[src/rtl/hack_pkg.sv]
// Shared Hack CPU definitions: word width and instruction field positions.
package hack_pkg;
    localparam int WORD_W     = 16;
    localparam int INSTR_TYPE = 15;
    localparam int A_BIT      = 12;
    localparam int COMP_HI    = 11;
    localparam int COMP_LO    = 6;
    localparam int DEST_HI    = 5;
    localparam int DEST_LO    = 3;
    localparam int JMP_HI     = 2;
    localparam int JMP_LO     = 0;

    typedef struct packed {
        logic d_a;
        logic d_d;
        logic d_m;
    } dest_t;

    typedef struct packed {
        logic lt;
        logic eq;
        logic gt;
    } jmp_t;

    function automatic logic jump_taken(jmp_t j, logic zr, logic ng);
        return (j.lt & ng) | (j.eq & zr) | (j.gt & ~ng & ~zr);
    endfunction
endpackage

[src/rtl/alu.sv]
// Hack 16-bit ALU: zero/negate each operand, add or AND, optionally negate result.
module ALU (
    input  logic [15:0] x,
    input  logic [15:0] y,
    input  logic        zx,
    input  logic        nx,
    input  logic        zy,
    input  logic        ny,
    input  logic        f,
    input  logic        no,
    output logic [15:0] out,
    output logic        zr,
    output logic        ng
);
    logic [15:0] xz, xn, yz, yn, r;

    always_comb begin
        xz  = zx ? 16'h0000 : x;
        xn  = nx ? ~xz : xz;
        yz  = zy ? 16'h0000 : y;
        yn  = ny ? ~yz : yz;
        r   = f ? (xn + yn) : (xn & yn);
        out = no ? ~r : r;
    end

    assign zr = (out == 16'h0000);
    assign ng = out[15];
endmodule

[src/rtl/hack_pc.sv]
// Program counter: synchronous reset, then load / increment when enabled, else hold.
module hack_pc
    import hack_pkg::*;
#(
    parameter logic [WORD_W-1:0] RESET_PC = '0
) (
    input  logic              clk,
    input  logic              reset,
    input  logic              en,
    input  logic              load,
    input  logic [WORD_W-1:0] din,
    output logic [WORD_W-1:0] pc
);
    always_ff @(posedge clk) begin
        if (reset)
            pc <= RESET_PC;
        else if (en)
            pc <= load ? din : pc + {{(WORD_W-1){1'b0}}, 1'b1};
    end
endmodule

[src/rtl/mux2_1_16bit.sv]
// 16-bit 2:1 multiplexer; sel=1 picks b.
module mux2_1_16bit (
    input  logic [15:0] a,
    input  logic [15:0] b,
    input  logic        sel,
    output logic [15:0] out
);
    assign out = sel ? b : a;
endmodule

[src/rtl/hack_cpu.sv]
// Single-cycle Hack CPU core: decodes the ROM word, drives the ALU, holds A, D and PC.
module hack_cpu
    import hack_pkg::*;
#(
    parameter int               WIDTH    = 16,
    parameter logic [WIDTH-1:0] RESET_PC = 16'h0000
) (
    input  logic             clk,
    input  logic             reset,
    input  logic [WIDTH-1:0] instruction,
    input  logic             instr_valid,
    input  logic [WIDTH-1:0] inM,
    output logic [WIDTH-1:0] outM,
    output logic             writeM,
    output logic [WIDTH-1:0] addressM,
    output logic [WIDTH-1:0] pc
);
    logic [WIDTH-1:0] a_reg, d_reg, y, alu_out;
    logic             zr, ng, is_c, jump, load_a;
    logic [5:0]       comp;
    dest_t            dest;
    jmp_t             jmp;
    logic             unused_bits;

    assign is_c        = instruction[INSTR_TYPE];
    assign comp        = instruction[COMP_HI:COMP_LO];
    assign dest        = instruction[DEST_HI:DEST_LO];
    assign jmp         = instruction[JMP_HI:JMP_LO];
    assign unused_bits = ^instruction[14:13];

    mux2_1_16bit u_ymux (
        .a   (a_reg),
        .b   (inM),
        .sel (instruction[A_BIT]),
        .out (y)
    );

    ALU u_alu (
        .x   (d_reg),
        .y   (y),
        .zx  (comp[5]),
        .nx  (comp[4]),
        .zy  (comp[3]),
        .ny  (comp[2]),
        .f   (comp[1]),
        .no  (comp[0]),
        .out (alu_out),
        .zr  (zr),
        .ng  (ng)
    );

    // A-instructions always load A; C-instructions only with dA.
    assign load_a = ~is_c | dest.d_a;
    assign jump   = is_c & jump_taken(jmp, zr, ng);

    always_ff @(posedge clk) begin
        if (reset) begin
            a_reg <= '0;
            d_reg <= '0;
        end else if (instr_valid) begin
            if (load_a)
                a_reg <= is_c ? alu_out : instruction;
            if (is_c && dest.d_d)
                d_reg <= alu_out;
        end
    end

    // Jump target is the pre-update A, so a simultaneous dA lands a cycle later.
    hack_pc #(.RESET_PC(RESET_PC)) u_pc (
        .clk   (clk),
        .reset (reset),
        .en    (instr_valid),
        .load  (jump),
        .din   (a_reg),
        .pc    (pc)
    );

    assign outM     = alu_out;
    assign writeM   = is_c & dest.d_m & instr_valid & ~reset;
    assign addressM = a_reg;
endmodule

[config.mk]
export PLATFORM = sky130hd
export DESIGN_NAME = hack_cpu
export DESIGN_NICKNAME = d
export VERILOG_FILES = /design/src/rtl/hack_pkg.sv /design/src/rtl/alu.sv /design/src/rtl/hack_pc.sv /design/src/rtl/mux2_1_16bit.sv /design/src/rtl/hack_cpu.sv
export SDC_FILE = /design/constraint.sdc
export NUM_CORES = 1
export LEC_CHECK = 0
export CAP_MARGIN = 15
export CORE_ASPECT_RATIO = 0.8
export CORE_MARGIN = 1
export CORE_UTILIZATION = 38
export DETAILED_ROUTE_END_ITERATION = 6
export PLACE_DENSITY = 0.67
export REMOVE_ABC_BUFFERS = 1
export SYNTH_ARGS = -nofsm -noshare
export SYNTH_HDL_FRONTEND = slang
export SYNTH_SLANG_ARGS = --single-unit
[constraint.sdc]
create_clock -name clk -period 6.5 [get_ports clk]
set_input_delay 0.975 -clock clk [delete_from_list [all_inputs] [get_ports clk]]
set_output_delay 0.975 -clock clk [all_outputs]
set_load 0.01 [all_outputs]
Word level (Yosys, flattened, before mapping)
Index checks and enable logic that the tools add are counted.
{ "word_totals": {"register_bits": 48, "latch_bits": 0, "romBits": 0, "n_memories": 0, "mem_bits_rw": 0, "wordCells": 37, "out_inout_bits": 49, "input_bits": 35} }
{ "classes": {"eq_ne": 0, "shifts": 0, "order_cmp": 0, "n_div": 0, "n_mul": 0, "add_sub_neg": 2, "n_reduce_logical": 4, "bitwise_logic": 19, "n_mux": 9} }
{ "op_table": {"columns": ["op", "n"], "rows": [
  ["$mux W16", 9],
  ["$not A16 Y16", 3],
  ["$add A16 B1 Y16 const B", 1],
  ["$add A16 B16 Y16", 1],
  ["$and A16 B16 Y16", 1],
  ["$logic_not A16 Y1", 1],
  ["$and A1 B1 Y1", 8],
  ["$not A1 Y1", 4],
  ["$reduce_and A2 Y1", 2],
  ["$or A1 B1 Y1", 3],
  ["$logic_and A1 B1 Y1", 1]
]} }

Depth between registers and ports, before layout
Gate-level depths: netlist of the first run.
{ "logic_depth": {"ltp_word": 14, "depth_mapped": 21} }

Cells and area by module
Synthesis of the first run repeated with hierarchy kept, for this count alone.
{ "hier_totals": {"hier_cells": 544, "area_unflattened_um2": 4500.6} }
{ "by_module_without_submodules": {"columns": ["module", "area_each_um2", "cells_per_inst", "n_inst", "seq_area_each_um2"], "rows": [
  ["ALU", 1751.7, 235, 1, 0.0],
  ["hack_cpu", 1385.1, 152, 1, 640.6],
  ["hack_pc", 1114.8, 139, 1, 320.3],
  ["mux2_1_16bit", 249.0, 18, 1, 0.0]
]} }

Least setup slack after synthesis of the first run
Ideal clock, no wire load.
{ "synth_path": {"path_kind": "input-to-reg", "startpoint": "in instruction[12]", "endpoint": "reg u_pc.pc[11]", "path_buffers": 5, "path_slack_ns": 1.148, "t_arrival_ns": 5.281, "setup_ns": 0.070, "t_required_ns": 6.430, "path_stages": 19, "path_cell_list": "clkbuf_1 clkbuf_1 mux2i_1 nor2_1 xor2_1 ha_1 clkbuf_1 a21oi_1 o21ai_0 nor2_1 a2111o_1 o221ai_1 xor2_1 mux2_2 a31oi_4 buf_6 clkbuf_1 o22ai_1 a21oi_1"} }
{ "synth_between": {"elab_chain_len": 14} }
{ "synth_lines": {"columns": ["item", "line", "text"], "rows": [
  ["start, declared", "hack_cpu.sv:10", "input logic [WIDTH-1:0] instruction,"],
  ["$mux W16 (*)", "mux2_1_16bit.sv:8", "assign out = sel ? b : a;"],
  ["$mux W16 (*)", "alu.sv:20", "yz = zy ? 16'h0000 : y;"],
  ["$not A16 Y16", "alu.sv:21", "yn = ny ? ~yz : yz;"],
  ["$mux W16 (*)", "alu.sv:21", null],
  ["$add A16 B16 Y16 or $and A16 B16 Y16 (tied branches)", "alu.sv:22", "r = f ? (xn + yn) : (xn & yn);"],
  ["$mux W16 (*)", "alu.sv:22", null],
  ["$not A16 Y16", "alu.sv:23", "out = no ? ~r : r;"],
  ["$mux W16 (*)", "alu.sv:23", null],
  ["named net ng", "hack_cpu.sv:19", "logic zr, ng, is_c, jump, load_a;"],
  ["$logic_not A16 Y1 or $not A1 Y1 (tied branches)", "alu.sv:26, hack_pkg.sv:26", null],
  ["$and A1 B1 Y1 or $not A1 Y1 (tied branches)", "hack_pkg.sv:26", "return (j.lt & ng) | (j.eq & zr) | (j.gt & ~ng & ~zr);"],
  ["$or A1 B1 Y1 or $and A1 B1 Y1 (tied branches)", "hack_pkg.sv:26", null],
  ["$or A1 B1 Y1 (*)", "hack_pkg.sv:26", null],
  ["$and A1 B1 Y1 (*)", "hack_cpu.sv:54", "assign jump = is_c & jump_taken(jmp, zr, ng);"],
  ["$mux W16 (*)", "hack_pc.sv:18", "pc <= load ? din : pc + {{(WORD_W-1){1'b0}}, 1'b1};"],
  ["end signal, assigned", "hack_pc.sv:18", null],
  ["end, declared", "hack_pc.sv:12", "output logic [WORD_W-1:0] pc"]
]} }
Mark *: on every way through the listed nets, which the timed path passes. The rest lies on a longest branch.
A chain may end at the register's enable or synchronous reset.

Worst setup path after layout of the first run
{ "layout_path": {"startpoint": "in instruction[12]", "endpoint": "out outM[15]"} }
{ "layout_between": {"elab_chain_len": 8} }
{ "layout_lines": {"columns": ["item", "line", "text"], "rows": [
  ["$mux W16 (*)", "mux2_1_16bit.sv:8", null],
  ["$mux W16 (*)", "alu.sv:20", null],
  ["$not A16 Y16", "alu.sv:21", null],
  ["$mux W16 (*)", "alu.sv:21", null],
  ["$add A16 B16 Y16 or $and A16 B16 Y16 (tied branches)", "alu.sv:22", null],
  ["$mux W16 (*)", "alu.sv:22", null],
  ["$not A16 Y16", "alu.sv:23", null],
  ["$mux W16 (*)", "alu.sv:23", null],
  ["end, declared", "hack_cpu.sv:13", "output logic [WIDTH-1:0] outM,"]
]} }
Every way passes the cells marked *; elsewhere a longest branch is shown, timed or not.

==> results of run 1 <==
[worst paths after layout]
kind	end	slack [ns]	cells past startpoint
max reg2reg	u_pc.pc[11]	1.85	17
min	d_reg[6]	0.46	2
max	outM[15]	0.36	13
min reg2reg	d_reg[6]	0.46	2
[final cells by class]
| class | count | area (sq um) | area share, % |
|---|---|---|---|
| clock buffer | 5 | 125 | 2.23 |
| clock inverter | 2 | 60.1 | 1.07 |
| inverter | 26 | 97.6 | 1.74 |
| multi-input combinational | 476 | 3230 | 57.8 |
| sequential | 48 | 961 | 17.2 |
| tap | 148 | 185 | 3.31 |
| timing repair buffer | 96 | 936 | 16.7 |
[power groups by stage]
stage	sequential, mW	clock, mW	combinational, mW
after floorplan	0.343	0	0.331
after global placement	0.342	0	0.565
after detailed placement	0.342	0	0.572
after CTS	0.336	0.344	0.577
after global routing	0.339	0.357	0.631
final	0.336	0.341	0.582
[cells by family (layout without fill, tap and decap cells)]
kind of cell             after synthesis  count (layout)
AND/OR/NAND/NOR                      216             216
AO/OA/AOI/OAI                        156             156
buffers and inverters                 76             129
XOR/XNOR                              54              54
flip-flops                            48              48
multiplexers                          32              32
adder cells (fa/ha/maj)               18              18
[cells in the final DEF (no fill, tap or decap), types with 3 or more instances in the layout]
| cell type | n |
|---|---|
| clkbuf_16 | 5 |
| nand4_1 | 3 |
| nand2b_1 | 19 |
| a31oi_1 | 4 |
| xor2_1 | 25 |
| a21o_1 | 6 |
| ha_1 | 17 |
| xnor2_1 | 29 |
| nor3_1 | 11 |
| nand3_1 | 8 |
| nor4bb_1 | 3 |
| buf_4 | 12 |
| o32a_1 | 11 |
| clkdlybuf4s50_1 | 82 |
| o211ai_1 | 8 |
| and3_1 | 25 |
| o21a_1 | 6 |
| a211oi_1 | 23 |
| mux2i_1 | 31 |
| a221oi_1 | 3 |
| nor2b_1 | 5 |
| o311ai_1 | 3 |
| inv_1 | 25 |
| nor3b_1 | 7 |
| nand2_1 | 57 |
| o22ai_1 | 17 |
| o21ai_1 | 4 |
| dfxtp_1 | 48 |
| a21oi_1 | 43 |
| o21ai_0 | 4 |
| nor2_1 | 59 |
[worst max-delay path: stages]
cell	delay, ns
clkdlybuf4s50_1	0.81
buf_4	0.28
mux2i_1	0.22
nor2_1	0.07
xor2_1	0.15
ha_1	0.48
a21oi_1	0.18
o21ai_0	0.25
nor2_1	0.09
a2111o_1	0.44
o221ai_1	0.10
xor2_1	0.48
clkdlybuf4s50_1	0.64
[layer usage]
layer | vias to the layer above | track usage, %
li1 | 2263 | -
met1 | 2247 | 33.6
met2 | 191 | 36.1
met3 | 12 | 4.07
met4 | 0 | 4.40
met5 | - | 0
[cell usage after synthesis (all sizes together), types with 3 or more instances]
cell type	number
nor3	11
o32a	11
buf	14
nand2b	19
xnor2	29
mux2i	31
and3	25
nor4bb	3
nor2b	5
a21o	6
nor4b	3
nand3	8
xor2	25
nor2	59
o21ai	8
dfxtp	48
o311ai	4
nor3b	7
o21a	6
or4	3
clkbuf	36
nand4	3
inv	26
nand2	57
a21oi	43
a211oi	23
ha	17
a221oi	3
o211ai	9
o22ai	17
a31oi	5
[stage by stage]
step | power (mW) | setup slack [ns]
after floorplan | 0.674 | 1.65
after global placement | 0.906 | 0.425
after detailed placement | 0.914 | 0.402
after CTS | 1.26 | 0.380
after global routing | 1.33 | 0.105
final | 1.26 | 0.359
==> flow_metrics.env, run 1 <==
export IMPL_status="complete, no violations"
export IMPL_htreeDepth=2
export IMPL_synth_main_ff_cell="dfxtp_1"
export IMPL_synth_compound_area_share_pct=24.4
export IMPL_pwr_share_clk_pct=27.1
export IMPL_syn_cell_area_sq_um=4520
export IMPL_power_leakage_nw=2.18
export IMPL_antenna_cells=0
export IMPL_setup_tns_ns=0
export IMPL_placed_area_sq_um=5410
export IMPL_post_drt_wl_per_cell_microns=17.6
export IMPL_grt_ovfl_total=0
export IMPL_cts_tree="built"
export IMPL_timing_final_crit_share_pct=94.5
export IMPL_muxShareOfSynthArea_pct=7.12
export IMPL_grt_max_degree=62
export IMPL_setup_violations=0
export IMPL_syn_area_per_cell_sq_um=7.53
export IMPL_synth_top_area_share_pct=21.3
export IMPL_core_rowCount=35
export IMPL_dp_hpwl_mm=10.5
export IMPL_cts_buffers=5
export IMPL_cap_viol_max_count=0
export IMPL_routed_wl_mm=14.1
export IMPL_synthToLayoutAreaGrowth_pct=24.0
export IMPL_rsz0062_at_grt="no"
export IMPL_finalCriticalPeriod_ns=6.14
export IMPL_fillers=1158
export IMPL_hp_class="reg2reg"
export IMPL_routed_wl_met3_mm=1.04
export IMPL_fin_area_sq_um=5600
export IMPL_crit_start="instruction[12]"
export IMPL_coreArea_sq_um=11600
export IMPL_yosys_warnings=0
export IMPL_power_frac_comb_pct=46.2
export IMPL_top_layer="met4"
export IMPL_cts_sinks=48
export IMPL_io_buffer_count=83
export IMPL_initial_utilization_pct=39.1
export IMPL_crit_path_end_kind="output pin"
export IMPL_crit_path_start_kind="input port"
export IMPL_root_buffer="clkbuf_16"
export IMPL_cts_resized=0
export IMPL_drtAntennaViolNets=0
export IMPL_worst_pin_slew_ns=0.951
export IMPL_crit_required_ns=5.52
export IMPL_place_inst=794
export IMPL_nets=706
export IMPL_synth_edf_count=0
export IMPL_vias=4713
export IMPL_worstSetupPathType="in2out"
export IMPL_synthAdderAreaFrac_pct=5.15
export IMPL_io_pins=84
export IMPL_p_switching_mw=0.469
export IMPL_antenna_found_initial=0
export IMPL_finalMaxSlewViolations=0
export IMPL_drt_pre_antenna_iters=5
export IMPL_synth_top_area_cell="dfxtp_1"
export IMPL_ys_async_sr_fraction_pct=0
export IMPL_postCtsHoldBufs=0
export IMPL_worstPathArrival_ns=5.17
export IMPL_hold_start="d_reg[6]"
export IMPL_grt_pass1_vias=4503
export IMPL_synth_xor_area_share_pct=10.5
export IMPL_relSlewSlack_pct=36.4
export IMPL_seq_power_share_pct=26.6
export IMPL_path_clk_slew_ns=0.06
export IMPL_powerDensity_nw_per_um2=225
export IMPL_swShare_pct=37.2
export IMPL_ys_seq_elements=48
export IMPL_hold_viol_final=0
export IMPL_gr_usage_all_layers_pct=23.2
export IMPL_cts_setup_buffers=0
export IMPL_hold_slack_ns=0.458
export IMPL_wl_met2_mm=6.30
export IMPL_peakVddDrop_uv=108
export IMPL_clock_latency_ns=0.30
export IMPL_grt_pass1_wl_mm=22.5
export IMPL_die_x_microns=124
export IMPL_die_area_sq_um=12300
export IMPL_place_gp_congestion=0.884
export IMPL_synth_top_family_by_area="compound AO/OA/AOI/OAI gates"
export IMPL_synth_cells=600
export IMPL_drc_errors=0
export IMPL_drive_gt1_share_pct=4.59
export IMPL_clockBufferDepth=2
export IMPL_drt_iter0_markers=358
export IMPL_synth_cell_type_count=70
export IMPL_drt_met1_wl_mm=6.64
export IMPL_utilization_pct=48.4
export IMPL_fmax_ghz=0.163
export IMPL_intPower_mw=0.791
export IMPL_layoutNonFillerInstCount=801
export IMPL_yosys_top_cells_area="dfxtp_1, mux2i_1, xnor2_1"
export IMPL_critPathMaxFanout=10
export IMPL_ys_seq_area_share_pct=21.3
export IMPL_skew_ns=0.00602
export IMPL_r2r_start="addressM[0]"
export IMPL_routed_via_density=5.88
export IMPL_synth_simple_area_share_pct=24.4
export IMPL_die_h_microns=99.5
No activity file was read; power rests on OpenSTA's default activity.
==> run 2, diff against run 1 <==
--- a/config.mk
+++ b/config.mk
@@ -8,9 +8,9 @@
 export CAP_MARGIN = 15
 export CORE_ASPECT_RATIO = 0.8
 export CORE_MARGIN = 1
-export CORE_UTILIZATION = 38
+export CORE_UTILIZATION = 35
 export DETAILED_ROUTE_END_ITERATION = 6
-export PLACE_DENSITY = 0.67
+export PLACE_DENSITY = 0.63
 export REMOVE_ABC_BUFFERS = 1
 export SYNTH_ARGS = -nofsm -noshare
 export SYNTH_HDL_FRONTEND = slang
==> run 2 against run 1 <==
  * Critical path depth rose by 1
  * Die area rose by 8.4%
  * Clock power fell by 1%
  * Worst hold slack improved by 0.0026 ns
  * Worst setup slack improved by 0.086 ns
  * Count of clock-buffer cells in the layout did not move
  * Clock skew fell by 0.00063 ns
  * Via count rose by 0.68%
  * Sequential share of layout area barely moved
  * Cell count rose by 2.9%
  * Critical path type unchanged
  * Largest cell class unchanged
==> flow_metrics.env, run 2 (synthesis results as in run 1) <==
export IMPL_relSlewSlack_pct=32.6
export IMPL_drt_pre_antenna_iters=5
export IMPL_initial_utilization_pct=36.5
export IMPL_cts_sinks=48
export IMPL_root_buffer="clkbuf_16"
export IMPL_grt_ovfl_total=0
export IMPL_rsz0062_at_grt="no"
export IMPL_cp_slowest_cell="clkdlybuf4s50_1"
export IMPL_crit_path_start_kind="input port"
export IMPL_core_rowCount=36
export IMPL_powerDensity_nw_per_um2=223
export IMPL_worst_pin_slew_ns=1.01
export IMPL_multi_input_area_sq_um=3230
export IMPL_coreArea_sq_um=12400
export IMPL_finalMaxSlewViolations=0
export IMPL_synthToLayoutAreaGrowth_pct=24.3
export IMPL_routed_via_density=5.76
export IMPL_nets=706
export IMPL_clockBufferDepth=2
export IMPL_dp_hpwl_mm=10.7
export IMPL_drt_met1_wl_mm=6.89
export IMPL_io_pins=84
export IMPL_place_inst=817
export IMPL_cts_tree="built"
export IMPL_fillers=1215
export IMPL_timing_final_crit_share_pct=93.2
export IMPL_die_h_microns=104
export IMPL_post_drt_wl_per_cell_microns=17.4
export IMPL_place_gp_congestion=0.917
export IMPL_layoutNonFillerInstCount=824
export IMPL_grt_pass1_vias=4468
export IMPL_die_x_microns=129
export IMPL_cts_setup_buffers=0
export IMPL_wl_met2_mm=6.13
export IMPL_postCtsHoldBufs=0
export IMPL_gr_usage_all_layers_pct=21.4
export IMPL_cpPeakStageDelay_ns=0.74
export IMPL_die_area_sq_um=13400
export IMPL_crit_path_end_kind="output pin"
export IMPL_hold_viol_final=0
export IMPL_register_area_sq_um=961
export IMPL_cap_viol_max_count=0
export IMPL_crit_required_ns=5.52
export IMPL_fmax_ghz=0.165
export IMPL_drtAntennaViolNets=0
export IMPL_top_layer="met4"
export IMPL_dp_slack_ns=0.521
export IMPL_most_common_layout_cells="clkdlybuf4s50_1, nor2_1, nand2_1"
export IMPL_routed_wl_mm=14.3
export IMPL_routed_wl_met3_mm=1.17
export IMPL_setup_violations=0
export IMPL_cts_buffers=5
export IMPL_hp_class="reg2reg"
export IMPL_power_leakage_nw=2.17
export IMPL_status="complete, no violations"
export IMPL_cts_resized=0
export IMPL_clock_latency_ns=0.29
export IMPL_fin_area_sq_um=5620
export IMPL_cp_cell_sequence="clkdlybuf4s50_1 > mux2i_1 > nor2_1 > xor2_1 > ha_1 > inv_1 > fa_1 > and2b_1 > o31ai_1 > a21boi_1 > a2111oi_0 > or4_1 > and2_1 > clkdlybuf4s50_1"
export IMPL_drive_gt1_share_pct=4.59
export IMPL_vias=4745
export IMPL_skew_ns=0.00539
export IMPL_grt_pass1_wl_mm=22.8
export IMPL_path_clk_slew_ns=0.07
export IMPL_crit_start="instruction[12]"
export IMPL_worstSetupPathType="in2out"
export IMPL_hold_start="d_reg[9]"
export IMPL_drt_iter0_markers=399
export IMPL_htreeDepth=2
export IMPL_finalCriticalPeriod_ns=6.06
export IMPL_antenna_found_initial=0
export IMPL_grt_max_degree=62
export IMPL_setup_tns_ns=0
export IMPL_crit_top_cell="clkdlybuf4s50_1"
export IMPL_antenna_cells=0
export IMPL_r2r_start="addressM[0]"
export IMPL_critPathMaxFanout=6
export IMPL_placed_area_sq_um=5430
export IMPL_io_buffer_count=83
export IMPL_layout_setup_ws_ns=0.445
export IMPL_final_common_cell="clkdlybuf4s50_1"
export IMPL_worstPathArrival_ns=5.08
export IMPL_peakVddDrop_uv=128
export IMPL_drc_errors=0
[run 2: cell counts in the layout (fill, tap and decap cells not counted)]
No cell type changed its count.
[run 2: metal layers]
metal / vias to the layer above / global-route usage, %
met5: - / 0
met4: 0 / 4.12
li1: 2264 / -
met3: 17 / 5.89
met2: 188 / 31.4
met1: 2276 / 30.8
[run 2: layout make-up]
class / instances / share of cell area (%)
Clock buffer: 5 / 2.23
Clock inverter: 2 / 1.07
Inverter: 26 / 1.74
Multi-Input combinational cell: 476 / 57.6
Sequential cell: 48 / 17.1
Tap cell: 171 / 3.81
Timing Repair Buffer: 96 / 16.4
[run 2: final timing paths]
kind                 end  slack [ns]  cells after the start
min reg2reg     d_reg[9]        0.46                      2
max reg2reg  u_pc.pc[13]        1.88                     17
max             outM[10]        0.44                     14
min             d_reg[9]        0.46                      2
[run 2: stage by stage]
step / utilization [%] / hold slack, ns / total power, mW
after floorplan: - / 0.431 / 0.674
after CTS: 45.3 / 0.459 / 1.25
after global placement: 43.8 / 0.444 / 0.910
after global routing: 45.3 / 0.485 / 1.32
after detailed placement: 43.8 / 0.449 / 0.916
final: 45.3 / 0.460 / 1.25
[run 2: critical path, delay by kind of cell]
family          cells  cell delay [ns]
compound gates      3             1.14
xor+xnor            1             0.16
fa+ha+maj           2             0.44
buf+inv             3             1.40
mux                 1             0.26
simple gates        4             0.71
[run 2: power breakdown]
part | leakage [nW] | internal [mW] | switching (mW)
Sequential | 0.392 | 0.315 | 0.0210
Combinational | 1.69 | 0.255 | 0.328
Clock | 0.0899 | 0.219 | 0.117
==> patch 1: new RTL, config.mk and constraints of run 2 <==
Register the inputs `instruction`, `instr_valid` and `inM` before use. The logic sees them one clock later.
--- a/src/rtl/hack_cpu.sv
+++ b/src/rtl/hack_cpu.sv
@@ -17,2 +17,13 @@
 );
+
+    logic [WIDTH-1:0] instruction_q;
+    logic instr_valid_q;
+    logic [WIDTH-1:0] inM_q;
+
+    always_ff @(posedge clk) begin
+        instruction_q <= instruction;
+        instr_valid_q <= instr_valid;
+        inM_q         <= inM;
+    end
+
     logic [WIDTH-1:0] a_reg, d_reg, y, alu_out;
@@ -24,7 +35,7 @@
 
-    assign is_c        = instruction[INSTR_TYPE];
-    assign comp        = instruction[COMP_HI:COMP_LO];
-    assign dest        = instruction[DEST_HI:DEST_LO];
-    assign jmp         = instruction[JMP_HI:JMP_LO];
-    assign unused_bits = ^instruction[14:13];
+    assign is_c        = instruction_q[INSTR_TYPE];
+    assign comp        = instruction_q[COMP_HI:COMP_LO];
+    assign dest        = instruction_q[DEST_HI:DEST_LO];
+    assign jmp         = instruction_q[JMP_HI:JMP_LO];
+    assign unused_bits = ^instruction_q[14:13];
 
@@ -32,4 +43,4 @@
         .a   (a_reg),
-        .b   (inM),
-        .sel (instruction[A_BIT]),
+        .b   (inM_q),
+        .sel (instruction_q[A_BIT]),
         .out (y)
@@ -59,5 +70,5 @@
             d_reg <= '0;
-        end else if (instr_valid) begin
+        end else if (instr_valid_q) begin
             if (load_a)
-                a_reg <= is_c ? alu_out : instruction;
+                a_reg <= is_c ? alu_out : instruction_q;
             if (is_c && dest.d_d)
@@ -71,3 +82,3 @@
         .reset (reset),
-        .en    (instr_valid),
+        .en    (instr_valid_q),
         .load  (jump),
@@ -78,3 +89,3 @@
     assign outM     = alu_out;
-    assign writeM   = is_c & dest.d_m & instr_valid & ~reset;
+    assign writeM   = is_c & dest.d_m & instr_valid_q & ~reset;
     assign addressM = a_reg;
Check against the original RTL: not equivalent (a bounded check fails within 4 cycles, from zero or initial values and one cycle with reset high).
==> patch 1 against run 2 <==
- critical endpoint is now outM[14]
- hold slack about the same
- area after synthesis up 10%
- sequential share of layout area up 8.8 points
- sequential cell count up 33
- setup slack better by 550 ps
- largest power group is now sequential cells
- final area up 11%
- sequential power up 67%
- wire length down 0.77%
- total power up 31%
- critical path depth up 2
==> patch 1: results (changes against run 2) <==
DRT Wirelength: 14200 um (was 14300 um)
via/cell ratio: 5.49 (was 5.76)
First DRT Iteration DRCs: 351 (was 399)
R2R Setup Slk: 1280 ps (was 1880 ps)
first-pass GRT wire length: 22900 um (was 22800 um)
Mapped Avg Cell Area: 8.33 um2 (was 7.53 um2)
min-delay src: d_reg[11] (was d_reg[9])
router iterations before antenna repair: 4 (was 5)
status: finished clean (unchanged)
Worst Hold Slack: 461 ps (was 460 ps)
Top delay family on crit path: compound AO/OA/AOI/OAI gates (was buffers and inverters)
Reg2Reg Depth: 15 (was 17)
initial antenna violation count: 1 (was 0)
M2 GR Usage: 29.9% (was 31.4%)
Crit Path Max Fanout: 17 (was 6)
worst-skew pair later-pin latency: 350 ps (was 290 ps)
Seq/Total Area, Yosys: 32.5% (was 21.3%)
largest net degree at the start of global routing: 55 (was 62)
met3 Use GR: 4.42% (was 5.89%)
detailed placement HPWL: 10200 um (was 10700 um)
# placed instances: 827 (was 817)
Layout fillers: 1311 (was 1215)
M1 GR Usage: 28.7% (was 30.8%)
Worst R2R Start: instruction_q[8] (was addressM[0])
TritonCTS Buffers: 9 (was 5)
Least-Margin Pin Slew: 969 ps (was 1010 ps)
Worst EP arrival: 4530 ps (was 5080 ps)
Non-Filler Instances: 843 (was 824)
Metal-1 WL: 7030 um (was 6890 um)
-- patch 1: cell types whose count changed after synthesis, moves of 9 or more --
cell      delta
o32a_1      -11
a31oi_1     +26
nand3b_1    +12
nand2_1     -10
o22ai_1     -16
nand4b_1    +10
dfxtp_1     +33
and3_1      -15
nor2b_1     +15
nor2_1      -13
inv_1       -13
xor2_1       -9
-- patch 1: cells by family (layout without fill, tap and decap cells) --
group,after synthesis,in the layout,synth area share (%)
flip-flops,81,81,32.5
adder cells (fa/ha/maj),18,18,4.67
AO/OA/AOI/OAI,131,131,17.4
AND/OR/NAND/NOR,233,233,26.0
multiplexers,34,34,6.82
buffers and inverters,56,120,4.56
XOR/XNOR,46,46,8.08
-- patch 1: worst max path at each step --
stage                      startpoint     endpoint  slack [ps]
floorplan           instruction_q[12]   u_pc.pc[1]        1280
global placement    instruction_q[12]   u_pc.pc[4]        1460
detailed placement   instruction_q[8]  u_pc.pc[15]        1380
CTS                 instruction_q[12]     outM[14]        1040
global route        instruction_q[12]     outM[14]         700
finish              instruction_q[12]     outM[14]         990
-- patch 1: final cells by class --
cell class	instances	area, um2	share of cell area (%)
Multi-Input combinational cell	462	3140	50.2
Sequential cell	81	1620	25.9
Timing Repair Buffer	91	891	14.2
Clock buffer	9	225	3.60
Tap cell	180	225	3.60
Clock inverter	7	103	1.64
Inverter	13	48.8	0.780
-- patch 1: power breakdown --
| part | total [mW] | internal, mW | switching, mW |
|---|---|---|---|
| clock network | 0.560 | 0.341 | 0.219 |
| logic | 0.521 | 0.240 | 0.281 |
| registers | 0.562 | 0.528 | 0.0336 |
| total | 1.64 | 1.11 | 0.533 |
-- patch 1: through the flow --
step	cell area, um2	utilization [%]
floorplan	4810	-
global placement	5930	43.1
detailed placement	5930	43.1
CTS	6250	45.5
global route	6250	45.5
finish	6250	45.5
==> patch 2: new RTL, settings of run 2 <==
Without the edit above. Put a register stage on the outputs `outM` and `writeM`, cleared by the reset. The values now appear one clock later. The other outputs are not delayed to match.
--- a/src/rtl/hack_cpu.sv
+++ b/src/rtl/hack_cpu.sv
@@ -77,4 +77,11 @@
 
-    assign outM     = alu_out;
-    assign writeM   = is_c & dest.d_m & instr_valid & ~reset;
+    always_ff @(posedge clk) begin
+        if (reset) begin
+            outM   <= '0;
+            writeM <= '0;
+        end else begin
+            outM   <= alu_out;
+            writeM <= is_c & dest.d_m & instr_valid & ~reset;
+        end
+    end
     assign addressM = a_reg;
Function: changed (a bounded check fails within 4 cycles, from zero or initial values and one cycle with reset high).
==> patch 2 against run 2 <==
- final area up 6.7%
- wire length down 2.4%
- total power up 19%
- sequential cell count up 17
- area after synthesis up 4.1%
- die area up 4.0%
- setup slack better by 480 ps
- sequential share of layout area up 4.6 points
==> patch 2: results (changes against run 2) <==
CP endpoint kind: register (was output port)
Reg2Reg Depth: 17 (unchanged)
detailed placement HPWL: 10100 um (was 10700 um)
number of distinct library cells after synthesis: 65 (was 70)
diode count: 0 (unchanged)
Slew HR: 41.2% (was 32.6%)
Top delay family on crit path: compound AO/OA/AOI/OAI gates (was buffers and inverters)
Seq/Total Area, Yosys: 27.7% (was 21.3%)
hold path cells: 2 (unchanged)
Worst EP arrival: 5830 ps (was 5080 ps)
Ys Warns: 0 (unchanged)
Post CTS Setup Buffer Count: 0 (unchanged)
first-pass GRT wire length: 22800 um (about the same)
LEAKAGE: 2.27 nW (was 2.17 nW)
largest net degree at the start of global routing: 66 (was 62)
Placed Area: 5690 um2 (was 5430 um2)
Final #Nets: 705 (was 706)
Area contributors post-synth: dfxtp_1, mux2i_1, xnor2_1, nor2_1, ha_1 (was dfxtp_1, mux2i_1, xnor2_1, nor2_1, xor2_1)
Clock Path Buffers: 2 (unchanged)
CTS H-Tree Depth: 3 (was 2)
class of the most critical hold timing path: reg2reg (unchanged)
status: finished clean (unchanged)
First DRT Iteration DRCs: 340 (was 399)
Max stage delay on crit path: 580 ps (was 740 ps)
clock slew at reported path FFs: 60 ps
most frequent cells after synthesis: dfxtp_1, nor2_1, nand2_1 (was nor2_1, nand2_1, dfxtp_1)
Post-Place Worst Slack: 597 ps (was 521 ps)
Crit Path Max Fanout: 14 (was 6)
Async SR Flop Fraction: 0% (unchanged)
share of cells above drive strength 1: 6.85% (was 4.59%)
gr usage total: 20.6% (was 21.4%)
TritonCTS Buffers: 9 (was 5)
Pwr Density: 248 nW/um2 (was 223 nW/um2)
Final Skew: 5.79 ps (was 5.39 ps)
IO buf count: 83 (unchanged)
slowest cell on the critical path: clkdlybuf4s50_1 (unchanged)
maximum vdd ir drop: 0.156 mV (was 0.128 mV)
Layout fillers: 1277 (was 1215)
wire length per cell: 16.8 um (was 17.4 um)
initial antenna violation count: 0 (unchanged)
ys flop type: dfxtp_1 (unchanged)
router iterations before antenna repair: 5 (unchanged)
vias in the first global route: 4411 (was 4468)
worst-skew pair later-pin latency: 340 ps (was 290 ps)
gpl congestion: 0.830 (was 0.917)
detailed-route via count: 4593 (was 4745)
clk root buf: clkbuf_16 (unchanged)
cts repair resizes: 0 (unchanged)
DRT Wirelength: 14000 um (was 14300 um)
==> patch 2: cell count changes in the layout (fill, tap and decap cells not counted), sizes merged, moves of 13 or more <==
cell,run 2,this run
nor2b,5,26
nand3b,2,16
a31oi,5,30
and3,25,12
o22ai,17,2
dfxtp,48,65
nand2,57,38
==> patch 2: per-stage QoR <==
stage / hold WS, ps / cells
after floorplan: 431 / 542
after global placement: 445 / 816
after detailed placement: 450 / 816
after CTS: 458 / 832
after global routing: 483 / 832
final: 457 / 832
==> patch 2: path summary, 6_finish.rpt <==
kind | start | to | slack (ps)
max | instruction[12] | u_pc.pc[15] | 920
min | d_reg[11] | d_reg[11] | 460
max reg2reg | addressM[0] | u_pc.pc[15] | 1820
min reg2reg | d_reg[11] | d_reg[11] | 460
==> patch 2: routing by layer <==
metal  track usage, %  vias to the layer above  wire (um)
li1                 -                     2234          -
met1             28.2                     2186       6850
met2             32.0                      151       6180
met3             4.18                       22        725
met4             7.14                        0        244
met5                0                        -          0
==> patch 2: cell type report <==
type / count / area share, %
Sequential cell: 65 / 21.7
Clock buffer: 10 / 3.99
Tap cell: 175 / 3.65
Timing Repair Buffer: 99 / 15.7
Multi-Input combinational cell: 464 / 53.0
Inverter: 13 / 0.814
Clock inverter: 6 / 1.11
==> patch 2: logic make-up (layout without fill, tap and decap cells) <==
logic type      after synthesis  in the layout  synth area share (%)
fa+ha+maj                    18             18                  4.95
simple gates                237            237                  27.4
buf+inv                      56            128                  4.76
mux                          27             27                  5.75
xor+xnor                     53             53                  10.0
flops                        65             65                  27.7
compound gates              129            129                  19.5
==> patch 2: where the power goes <==
group | total, mW | switching, mW | internal [mW]
logic | 0.521 | 0.287 | 0.234
clock network | 0.504 | 0.195 | 0.309
registers | 0.462 | 0.0264 | 0.436
